`src/rtl/cpu_pkg.sv`:
```
`default_nettype none
// +------------------------------------------------------------------+
// | cpu_pkg : opcode constants, FSM state codes and opcode classes    |
// | Revision: 1.0                                                     |
// +------------------------------------------------------------------+
package cpu_pkg;

    localparam logic [3:0] OP_NOP  = 4'b0000;
    localparam logic [3:0] OP_LDO  = 4'b0001;
    localparam logic [3:0] OP_LDA  = 4'b0010;
    localparam logic [3:0] OP_STO  = 4'b0011;
    localparam logic [3:0] OP_PRE  = 4'b0100;
    localparam logic [3:0] OP_ADD  = 4'b0101;
    localparam logic [3:0] OP_LDM  = 4'b0110;
    localparam logic [3:0] OP_HLT  = 4'b0111;
    localparam logic [3:0] OP_AND  = 4'b1000;
    localparam logic [3:0] OP_OR   = 4'b1001;
    localparam logic [3:0] OP_SLEF = 4'b1010;
    localparam logic [3:0] OP_SRIG = 4'b1011;
    localparam logic [3:0] OP_SUB  = 4'b1100;
    localparam logic [3:0] OP_INC  = 4'b1101;
    localparam logic [3:0] OP_DEC  = 4'b1110;
    localparam logic [3:0] OP_XOR  = 4'b1111;

    typedef enum logic [2:0] {
        S_FETCH_HI = 3'd0,
        S_FETCH_LO = 3'd1,
        S_DECODE   = 3'd2,
        S_OPERAND  = 3'd3,
        S_EXEC     = 3'd4,
        S_WRAP     = 3'd5,
        S_HALT     = 3'd7
    } state_e;

    typedef enum logic [2:0] {
        CLS_NONE  = 3'd0,
        CLS_MEM   = 3'd1,
        CLS_IMM   = 3'd2,
        CLS_STORE = 3'd3,
        CLS_HALT  = 3'd4
    } op_class_e;

endpackage
`default_nettype wire

```
`src/rtl/cpu_ctrl_if.sv`:
```
`default_nettype none
// +------------------------------------------------------------------+
// | cpu_ctrl_if : controller <-> datapath strobe bundle               |
// | Revision: 1.0                                                     |
// +------------------------------------------------------------------+
interface cpu_ctrl_if #(
    parameter int STATE_W = 3
);
    logic               ena;
    logic [3:0]         opcode;
    logic [3:0]         alu_op;
    logic               rd;
    logic               wr;
    logic               load_ir_hi;
    logic               load_ir_lo;
    logic               inc_pc;
    logic               load_acc;
    logic               datactl_ena;
    logic               halt;
    logic [STATE_W-1:0] state;

    // master = controller, slave = datapath consuming the strobes
    modport master (
        input  ena, opcode,
        output alu_op, rd, wr, load_ir_hi, load_ir_lo, inc_pc,
               load_acc, datactl_ena, halt, state
    );

    modport slave (
        output ena, opcode,
        input  alu_op, rd, wr, load_ir_hi, load_ir_lo, inc_pc,
               load_acc, datactl_ena, halt, state
    );
endinterface
`default_nettype wire

```
`src/rtl/cpu_op_class.sv`:
```
`default_nettype none
// +------------------------------------------------------------------+
// | cpu_op_class : combinational opcode -> execution class map        |
// | Revision: 1.0                                                     |
// +------------------------------------------------------------------+
module cpu_op_class
    import cpu_pkg::*;
(
    input  logic [3:0] opcode,
    output op_class_e  op_class
);
    always_comb begin
        op_class = CLS_NONE;
        case (opcode)
            OP_LDO, OP_ADD, OP_AND, OP_OR,
            OP_SUB, OP_XOR, OP_PRE:          op_class = CLS_MEM;
            OP_LDA, OP_INC, OP_DEC:          op_class = CLS_IMM;
            OP_STO, OP_LDM:                  op_class = CLS_STORE;
            OP_HLT:                          op_class = CLS_HALT;
            default:                         op_class = CLS_NONE;
        endcase
    end
endmodule
`default_nettype wire

```
`src/rtl/cpu_ctrl.sv`:
```
`default_nettype none
// +------------------------------------------------------------------+
// | cpu_ctrl : six-step fetch/decode/execute sequencer, Moore outputs |
// | Revision: 1.0                                                     |
// +------------------------------------------------------------------+
module cpu_ctrl
    import cpu_pkg::*;
#(
    parameter int STATE_W = 3
) (
    input  logic      clk,
    input  logic      rst,
    cpu_ctrl_if.master bus
);
    state_e     state_q, state_d;
    logic [3:0] op_q, op_d;
    op_class_e  cls;
    logic [2:0] state_code;

    logic [3:0] alu_op_o;
    logic       rd_o, wr_o, ir_hi_o, ir_lo_o, inc_pc_o, acc_o, dat_o, halt_o;

    cpu_op_class u_op_class (
        .opcode   (op_q),
        .op_class (cls)
    );

    always_ff @(posedge clk or posedge rst) begin
        if (rst) begin
            state_q <= S_FETCH_HI;
            op_q    <= 4'b0000;
        end else begin
            state_q <= state_d;
            op_q    <= op_d;
        end
    end

    always_comb begin
        state_d = state_q;
        op_d    = op_q;
        if (state_q == S_HALT) begin
            state_d = S_HALT;
        end else if (bus.ena) begin
            case (state_q)
                S_FETCH_HI: state_d = S_FETCH_LO;
                S_FETCH_LO: state_d = S_DECODE;
                S_DECODE: begin
                    if (bus.opcode == OP_HLT) begin
                        state_d = S_HALT;
                    end else begin
                        state_d = S_OPERAND;
                        op_d    = bus.opcode;
                    end
                end
                S_OPERAND:  state_d = S_EXEC;
                S_EXEC:     state_d = S_WRAP;
                S_WRAP:     state_d = S_FETCH_HI;
                default:    state_d = S_FETCH_HI;
            endcase
        end
    end

    // Reset gates the decode so strobes drop in the same cycle rst rises
    always_comb begin
        alu_op_o = OP_NOP;
        rd_o     = 1'b0;
        wr_o     = 1'b0;
        ir_hi_o  = 1'b0;
        ir_lo_o  = 1'b0;
        inc_pc_o = 1'b0;
        acc_o    = 1'b0;
        dat_o    = 1'b0;
        halt_o   = 1'b0;
        if (!rst) begin
            case (state_q)
                S_FETCH_HI: begin
                    rd_o     = 1'b1;
                    ir_hi_o  = 1'b1;
                    inc_pc_o = 1'b1;
                end
                S_FETCH_LO: begin
                    rd_o     = 1'b1;
                    ir_lo_o  = 1'b1;
                    inc_pc_o = 1'b1;
                end
                S_OPERAND, S_EXEC, S_WRAP: begin
                    if (cls == CLS_MEM || cls == CLS_IMM || cls == CLS_STORE)
                        alu_op_o = op_q;
                    if (cls == CLS_MEM && state_q != S_WRAP)
                        rd_o = 1'b1;
                    if (state_q == S_EXEC && cls == CLS_MEM && op_q != OP_PRE)
                        acc_o = 1'b1;
                    if (state_q == S_EXEC && cls == CLS_IMM)
                        acc_o = 1'b1;
                    if (cls == CLS_STORE) begin
                        dat_o = 1'b1;
                        wr_o  = (state_q == S_EXEC);
                    end
                end
                S_HALT:  halt_o = 1'b1;
                default: halt_o = 1'b0;
            endcase
        end
    end

    assign state_code      = state_q;
    assign bus.state       = STATE_W'(state_code);
    assign bus.alu_op      = alu_op_o;
    assign bus.rd          = rd_o;
    assign bus.wr          = wr_o;
    assign bus.load_ir_hi  = ir_hi_o;
    assign bus.load_ir_lo  = ir_lo_o;
    assign bus.inc_pc      = inc_pc_o;
    assign bus.load_acc    = acc_o;
    assign bus.datactl_ena = dat_o;
    assign bus.halt        = halt_o;

endmodule
`default_nettype wire
```
`src/flat_wrapper.sv`:
```
// flat-port wrapper written by rule: the top's interface ports become plain ports
module cpu_ctrl_flat import cpu_pkg::*;
#(
    parameter int STATE_W = 3
)
  (clk, rst, bus_ena, bus_opcode, bus_alu_op, bus_rd, bus_wr, bus_load_ir_hi, bus_load_ir_lo, bus_inc_pc, bus_load_acc, bus_datactl_ena, bus_halt, bus_state);
  cpu_ctrl_if #(.STATE_W(STATE_W)) bus_i ();
  input  logic clk;
  input  logic rst;
  input wire logic [$bits(bus_i.ena)-1:0] bus_ena;
  input wire logic [$bits(bus_i.opcode)-1:0] bus_opcode;
  output wire logic [$bits(bus_i.alu_op)-1:0] bus_alu_op;
  output wire logic [$bits(bus_i.rd)-1:0] bus_rd;
  output wire logic [$bits(bus_i.wr)-1:0] bus_wr;
  output wire logic [$bits(bus_i.load_ir_hi)-1:0] bus_load_ir_hi;
  output wire logic [$bits(bus_i.load_ir_lo)-1:0] bus_load_ir_lo;
  output wire logic [$bits(bus_i.inc_pc)-1:0] bus_inc_pc;
  output wire logic [$bits(bus_i.load_acc)-1:0] bus_load_acc;
  output wire logic [$bits(bus_i.datactl_ena)-1:0] bus_datactl_ena;
  output wire logic [$bits(bus_i.halt)-1:0] bus_halt;
  output wire logic [$bits(bus_i.state)-1:0] bus_state;
  assign bus_i.ena = bus_ena;
  assign bus_i.opcode = bus_opcode;
  assign bus_alu_op = bus_i.alu_op;
  assign bus_rd = bus_i.rd;
  assign bus_wr = bus_i.wr;
  assign bus_load_ir_hi = bus_i.load_ir_hi;
  assign bus_load_ir_lo = bus_i.load_ir_lo;
  assign bus_inc_pc = bus_i.inc_pc;
  assign bus_load_acc = bus_i.load_acc;
  assign bus_datactl_ena = bus_i.datactl_ena;
  assign bus_halt = bus_i.halt;
  assign bus_state = bus_i.state;
  cpu_ctrl #(.STATE_W(STATE_W)) u_core (.clk(clk), .rst(rst), .bus(bus_i));
endmodule
```
`config.mk`:
```
export PLATFORM = sky130hd
export DESIGN_NAME = cpu_ctrl_flat
export DESIGN_NICKNAME = d
export VERILOG_FILES = /design/src/rtl/cpu_pkg.sv /design/src/rtl/cpu_ctrl_if.sv /design/src/rtl/cpu_op_class.sv /design/src/rtl/cpu_ctrl.sv /design/src/flat_wrapper.sv
export SDC_FILE = /design/constraint.sdc
export NUM_CORES = 1
export LEC_CHECK = 0
export CAP_MARGIN = 20
export CORE_MARGIN = 4
export CORE_UTILIZATION = 40
export CTS_CLUSTER_DIAMETER = 60
export DETAILED_ROUTE_END_ITERATION = 6
export GPL_ROUTABILITY_DRIVEN = 1
export PLACE_DENSITY = 0.74
export SETUP_SLACK_MARGIN = 0.5
export SLEW_MARGIN = 20
export SYNTH_ARGS = -nofsm -noshare
export SYNTH_HDL_FRONTEND = slang
export SYNTH_SLANG_ARGS = --single-unit
```
`constraint.sdc`:
```
create_clock -name clk -period 2.85 [get_ports clk]
set_clock_uncertainty 0.15 [all_clocks]
set_input_delay 0.57 -clock clk [delete_from_list [all_inputs] [get_ports clk]]
set_output_delay 0.57 -clock clk [all_outputs]
set_load 0.005 [all_outputs]
```
# Yosys cells after proc, flatten, opt, wreduce, memory -nomap -nowiden
# Memory sizes are Yosys's and may differ from the RTL's.
# Index checks and enable logic that the tools add are counted.
dict set report classes {
  n_eq_ne 12
  n_mux 28
  bitwise 2
  n_reduce_logical 11
}
# cell n
set ops {}
lappend ops {{1-bit two-way mux} 20}
lappend ops {{3-bit case mux with 5 select lines} 1}
lappend ops {{3-bit by 2-bit == test with 1-bit output, second input constant} 4}
lappend ops {{4-bit two-way mux} 3}
lappend ops {{3-bit == test, second input constant} 3}
lappend ops {{3-bit two-way mux} 3}
lappend ops {{3-bit by 1-bit == test with 1-bit output, second input constant} 2}
lappend ops {{4-bit by 3-bit == test with 1-bit output, second input constant} 1}
lappend ops {{1-bit logical AND} 4}
lappend ops {{4-bit by 3-bit != test with 1-bit output, second input constant} 1}
lappend ops {{4-bit AND reduction} 1}
lappend ops {{3-bit logical NOT} 1}
lappend ops {{3-bit != test, second input constant} 1}
lappend ops {{3-bit OR reduction} 1}
lappend ops {{1-bit logical OR} 2}
lappend ops {{1-bit NOT} 2}
lappend ops {{1-bit case mux with 2 select lines} 1}
lappend ops {{2-bit nonzero test} 1}
lappend ops {{2-bit OR reduction} 1}
dict set report word_totals {
  ff_bits 7
  rom_bits 48
  in_bits 7
  out_inout_bits 15
  word_cells 56
  n_memories 1
}
# memory depth word_bits rd rd_ports_with_merged_regs wr line_no
set memory_table {}
lappend memory_table {{(no name shown)} 16 3 1 0 0 cpu_op_class.sv:14} ;# case (opcode)

# Longest topological paths before layout
# An unclocked memory read counts as a cell.
dict set report depth {
  ltp_word 8
  depth_mapped 6
  depth_no_buf 6
}

# Modules after synthesis
# A second synthesis with hierarchy kept.
dict set report hier_totals {
  cells_unflattened 74
  area_unflattened_um2 631.9
}
# module instances cells_each area_each_um2 seq_area_each_um2
set by_module_without_submodules {}
lappend by_module_without_submodules {cpu_ctrl 1 59 543.0 175.2}
lappend by_module_without_submodules {cpu_op_class 1 15 88.8 0.0}

# Worst setup path after synthesis
# Ideal clock, no wire load.
dict set report synth_path {
  path_kind {register -> output}
  from {register u_core.op_q[1]}
  to {output bus_alu_op[0]}
  arrival_time_ns 1.694
  required_ns 2.130
  slack_ns 0.436
  path_stages_with_launch 6
  path_buffers 0
  cell_sequence {dfrtp_1 -> inv_1 -> ha_1 -> mux4_2 -> o221a_4 -> nor2_1}
}
dict set report synth_between {
  elab_chain_len 7
  word_cells_on_any_way 9
  classes_between {eq/ne: 3; mux: 3; reduce/logical: 2; memory: 1}
}
# item line_no
set synth_lines {}
lappend synth_lines {{start: declaration} cpu_ctrl.sv:16} ;# logic [3:0] op_q, op_d;
lappend synth_lines {{start signal: assignment} cpu_ctrl.sv:34} ;# op_q <= op_d;
lappend synth_lines {{memory read 16 x 3 bit (*)} n/a}
lappend synth_lines {{3-bit by 1-bit == test with 1-bit output or 3-bit by 2-bit == test with 1-bit output (tied branches)} cpu_ctrl.sv:87} ;# if (cls == CLS_MEM || cls == CLS_IMM || cls == CLS_STORE)
lappend synth_lines {{1-bit logical OR} cpu_ctrl.sv:87}
lappend synth_lines {{1-bit logical OR (*)} cpu_ctrl.sv:87}
lappend synth_lines {{4-bit two-way mux (*)} cpu_ctrl.sv:87}
lappend synth_lines {{4-bit two-way mux (*)} cpu_ctrl.sv:75} ;# case (state_q)
lappend synth_lines {{4-bit two-way mux (*)} cpu_ctrl.sv:74} ;# if (!rst) begin
lappend synth_lines {{end: declaration} flat_wrapper.sv:12} ;# output wire logic [$bits(bus_i.alu_op)-1:0] bus_alu_op;
# Every way passes the cells marked *; elsewhere a longest branch is shown, timed or not.

# Final worst setup path
dict set report layout_path {
  from {register u_core.op_q[0]}
  to {output bus_load_acc}
}
dict set report layout_between {
  elab_chain_len 8
  word_cells_on_any_way 11
  classes_between {eq/ne: 3; mux: 4; reduce/logical: 3; memory: 1}
}
# item line_no
set layout_lines {}
lappend layout_lines {{memory read 16 x 3 bit} n/a}
lappend layout_lines {{3-bit by 1-bit == test with 1-bit output} cpu_ctrl.sv:91} ;# if (state_q == S_EXEC && cls == CLS_MEM && op_q != OP_PRE)
lappend layout_lines {{1-bit logical AND (2 in a row)} cpu_ctrl.sv:91}
lappend layout_lines {{1-bit two-way mux} cpu_ctrl.sv:91}
lappend layout_lines {{1-bit two-way mux (*)} cpu_ctrl.sv:93} ;# if (state_q == S_EXEC && cls == CLS_IMM)
lappend layout_lines {{1-bit two-way mux (*)} cpu_ctrl.sv:75}
lappend layout_lines {{1-bit two-way mux (*)} cpu_ctrl.sv:74}
lappend layout_lines {{end: declaration} flat_wrapper.sv:18} ;# output wire logic [$bits(bus_i.load_acc)-1:0] bus_load_acc;
# Marks and branches as above.

==> impl_results.md <==
* Initial core utilization at between 40% and 50%
* Reg2reg end: u_core.op_q[2]
* Worst setup EP type: output pin
* Nets at about 130
* PortBufs at 21
* Leakage at between 0.5 and 0.6 nW
* FILL cells at 110
* Hpwl dp at 1290 um
* Initial antenna violation count at 0
* Area leader, netlist: dfrtp_1
* Clock Latency Late Sink at 0.25 ns
* Most used DFF post-synth: dfrtp_1
* Synth async-reset ratio at 100%
* Core area at between 1500 and 2000 um2
* Final Cycle Share at between 90% and 100%
* Largest net degree at the start of global routing at 15
* Synthesized area at ~650 um2
* 1st-pass router iterations at 4
* Most instantiated cells after synthesis: nand2_1 (10), dfrtp_1 (7), inv_1 (7)
* Area Growth Syn to Fin at 75.7%
* Wirelength per Cell at roughly 14 um
* Mapped Cells at 79
* Post-synthesis cell type count at 34
* RSZ-0062 raised after global routing: yes
* Critical path data arrival time at 2.06 ns
* DR DRC count at 0
* Clock Sinks at 7
* Reg2reg setup slack at about 1.0 ns
* Number of max-cap violations at 0
* Syn. warnings at 0
* First-pass GRT wire length at between 2000 and 3000 um
* Crit Path Max Fanout at 6
* Layout cells sized above 1 at between 40% and 50%
* Status: finished clean
* Vias in the first global route at 719
* Worst r2r src: u_core.bus.state[2]
* Synth top area share at between 20% and 30%
* Syn_area_per_cell at between 8 and 9 um2
* TritonCTS buffer count at 3
* Fin area at approximately 1100 um2
* Placement Cell Area at between 900 and 1000 um2
* Worst-Margin Slew at 0.504 ns
* Die width at around 48 um
* Routed Antenna Nets at 0
* Hold Path Class: in2async
* H-tree depth at 1
* Finished Core Util at approximately three quarters
* Clock tree buffer depth at 2
* Number of I/O pins at 22
* Final Max Slew Viols at 0
* Die Y at between 40 and 50 um
* CTS tree: yes
* Final Hold Fails at 0
* Crit path kind: reg2out
* # placed instances at approximately 120
* Post-synth EDFFs at 0
* Via count at 723
* Seq/Total Area, Yosys at roughly 27%
* Total GRT Usage at between 15 and 20%
* Total negative setup slack at 0 ns
* Antenna diodes at 0
* CP required at 2.13 ns
* Final wirelength at between 1500 and 2000 um
* FF+latch count, synth at 7
* Site Rows at 14
* PwrDens at between 1000 and 1500 nW/um2
* Avg Vias per Cell at between 5 and 6
* Global route overflow at 0
* Post-Syn Nets at 90
* Ranking of synthesized cells by area: dfrtp_1 (27%), ha_1 (7.7%), nand2_1 (5.8%)
* Die ar. at 2330 um2
* Gpl congestion at ~0.79
* R2r worst-path depth at 4
* Most common cell in the netlist: nand2_1
* Min Clock Period, post-route at 2.78 ns
* Startpoint types: register
* Final setup fails at 0
* Worst hold slack at around 0.33 ns
* Maximum vdd drop at 0.000757 V
* Iter 0 DRT Violations at 13
* Max Freq at approximately 0.36 GHz
* Slew margin rel. at between 60% and 70%
* Clk slew on worst S/H paths at roughly 0.05 ns
* Clock tree root buffer cell: clkbuf_4
* Finished Layout Cells at between 100 and 150
-- cells in the final DEF (no fill, tap or decap), types with 2 or more instances in the layout --
master / n
buf_6: 9
dfrtp_1: 5
dfrtp_2: 2
clkdlybuf4s50_1: 8
buf_2: 6
dlymetal6s2s_1: 2
nand2b_1: 2
buf_4: 12
a21oi_2: 2
nor2_2: 3
nor2_1: 2
nor3b_2: 2
nand2_1: 10
a21oi_1: 3
ha_4: 3
clkbuf_4: 3
o21ai_0: 3
o22a_1: 2
dlygate4sd2_1: 3
inv_1: 5
inv_2: 2
-- worst max-delay path: stages, from the launching register on --
cell	delay [ns]
dfrtp_1	0.39
inv_2	0.08
ha_4	0.20
mux4_2	0.57
buf_6	0.16
xor2_2	0.12
o311a_1	0.17
buf_2	0.11
-- power by group --
group | leakage (nW) | total [mW] | internal, mW | switching [mW]
clock network | 0.0150 | 0.0903 | 0.0534 | 0.0369
logic | 0.445 | 1.20 | 0.682 | 0.515
registers | 0.0799 | 0.224 | 0.151 | 0.0735
total | 0.540 | 1.51 | 0.887 | 0.626
-- layout make-up --
cell class / instances / area [um2] / area share (%)
Multi-Input combinational cell: 60 / 533 / 46.7
Sequential cell: 7 / 178 / 15.6
Clock buffer: 4 / 26.3 / 2.30
Timing Repair Buffer: 41 / 358 / 31.4
Inverter: 7 / 26.3 / 2.30
Tap cell: 16 / 20.0 / 1.75
-- cell families after synthesis --
kind of cell,share of synthesized area (%)
xor gates and xnor gates,2.70
AOI/OAI and AO/OA,22.2
buffers and inverters,8.09
muxes,5.20
DFF,27.0
and+or+nand+nor,27.2
adders and majority gates,7.71
-- per-stage QoR --
stage               power (mW)  setup WS, ns
floorplan                0.682         0.482
global placement         0.916       0.00169
detailed placement       0.949       -0.0119
CTS                       1.44        0.0609
global route              1.62       -0.0170
finish                    1.51        0.0739
-- registers in the layout, indices dropped and copies added, names as in the netlist --
register and flops:
u_core.bus.state 3, u_core.op_q 4
-- worst max path at each step --
stage,depth (start not counted),from,slack (ns),endpoint
CTS,7,u_core.op_q[1],0.06,bus_alu_op[2]
detailed placement,6,u_core.op_q[0],-0.01,bus_load_acc
global route,7,u_core.op_q[0],-0.02,bus_load_acc
floorplan,5,u_core.op_q[1],0.48,bus_alu_op[0]
finish,7,u_core.op_q[0],0.07,bus_load_acc
global placement,6,rst,0.002,bus_wr
-- per-layer routing --
metal | vias to the layer above | GRT usage (%) | share of wire [%]
met5 | - | 0 | 0
met4 | 0 | 11.3 | 2.9
met3 | 7 | 1.11 | 3.9
met2 | 20 | 33.6 | 53
met1 | 340 | 20.9 | 41
li1 | 356 | - | -
-- what timing repair did --
| item | in CTS | in global routing |
|---|---|---|
| setup endpoints to repair | 12 | 10 |
| gates resized for setup | 60 | 9 |
| endpoints found under the hold margin | 0 | 0 |
| buffers inserted | 12 | 0 |
| hold buffers | 0 | 0 |
| pin swaps | 8 | 2 |
Power figures use the tool's default switching activity.
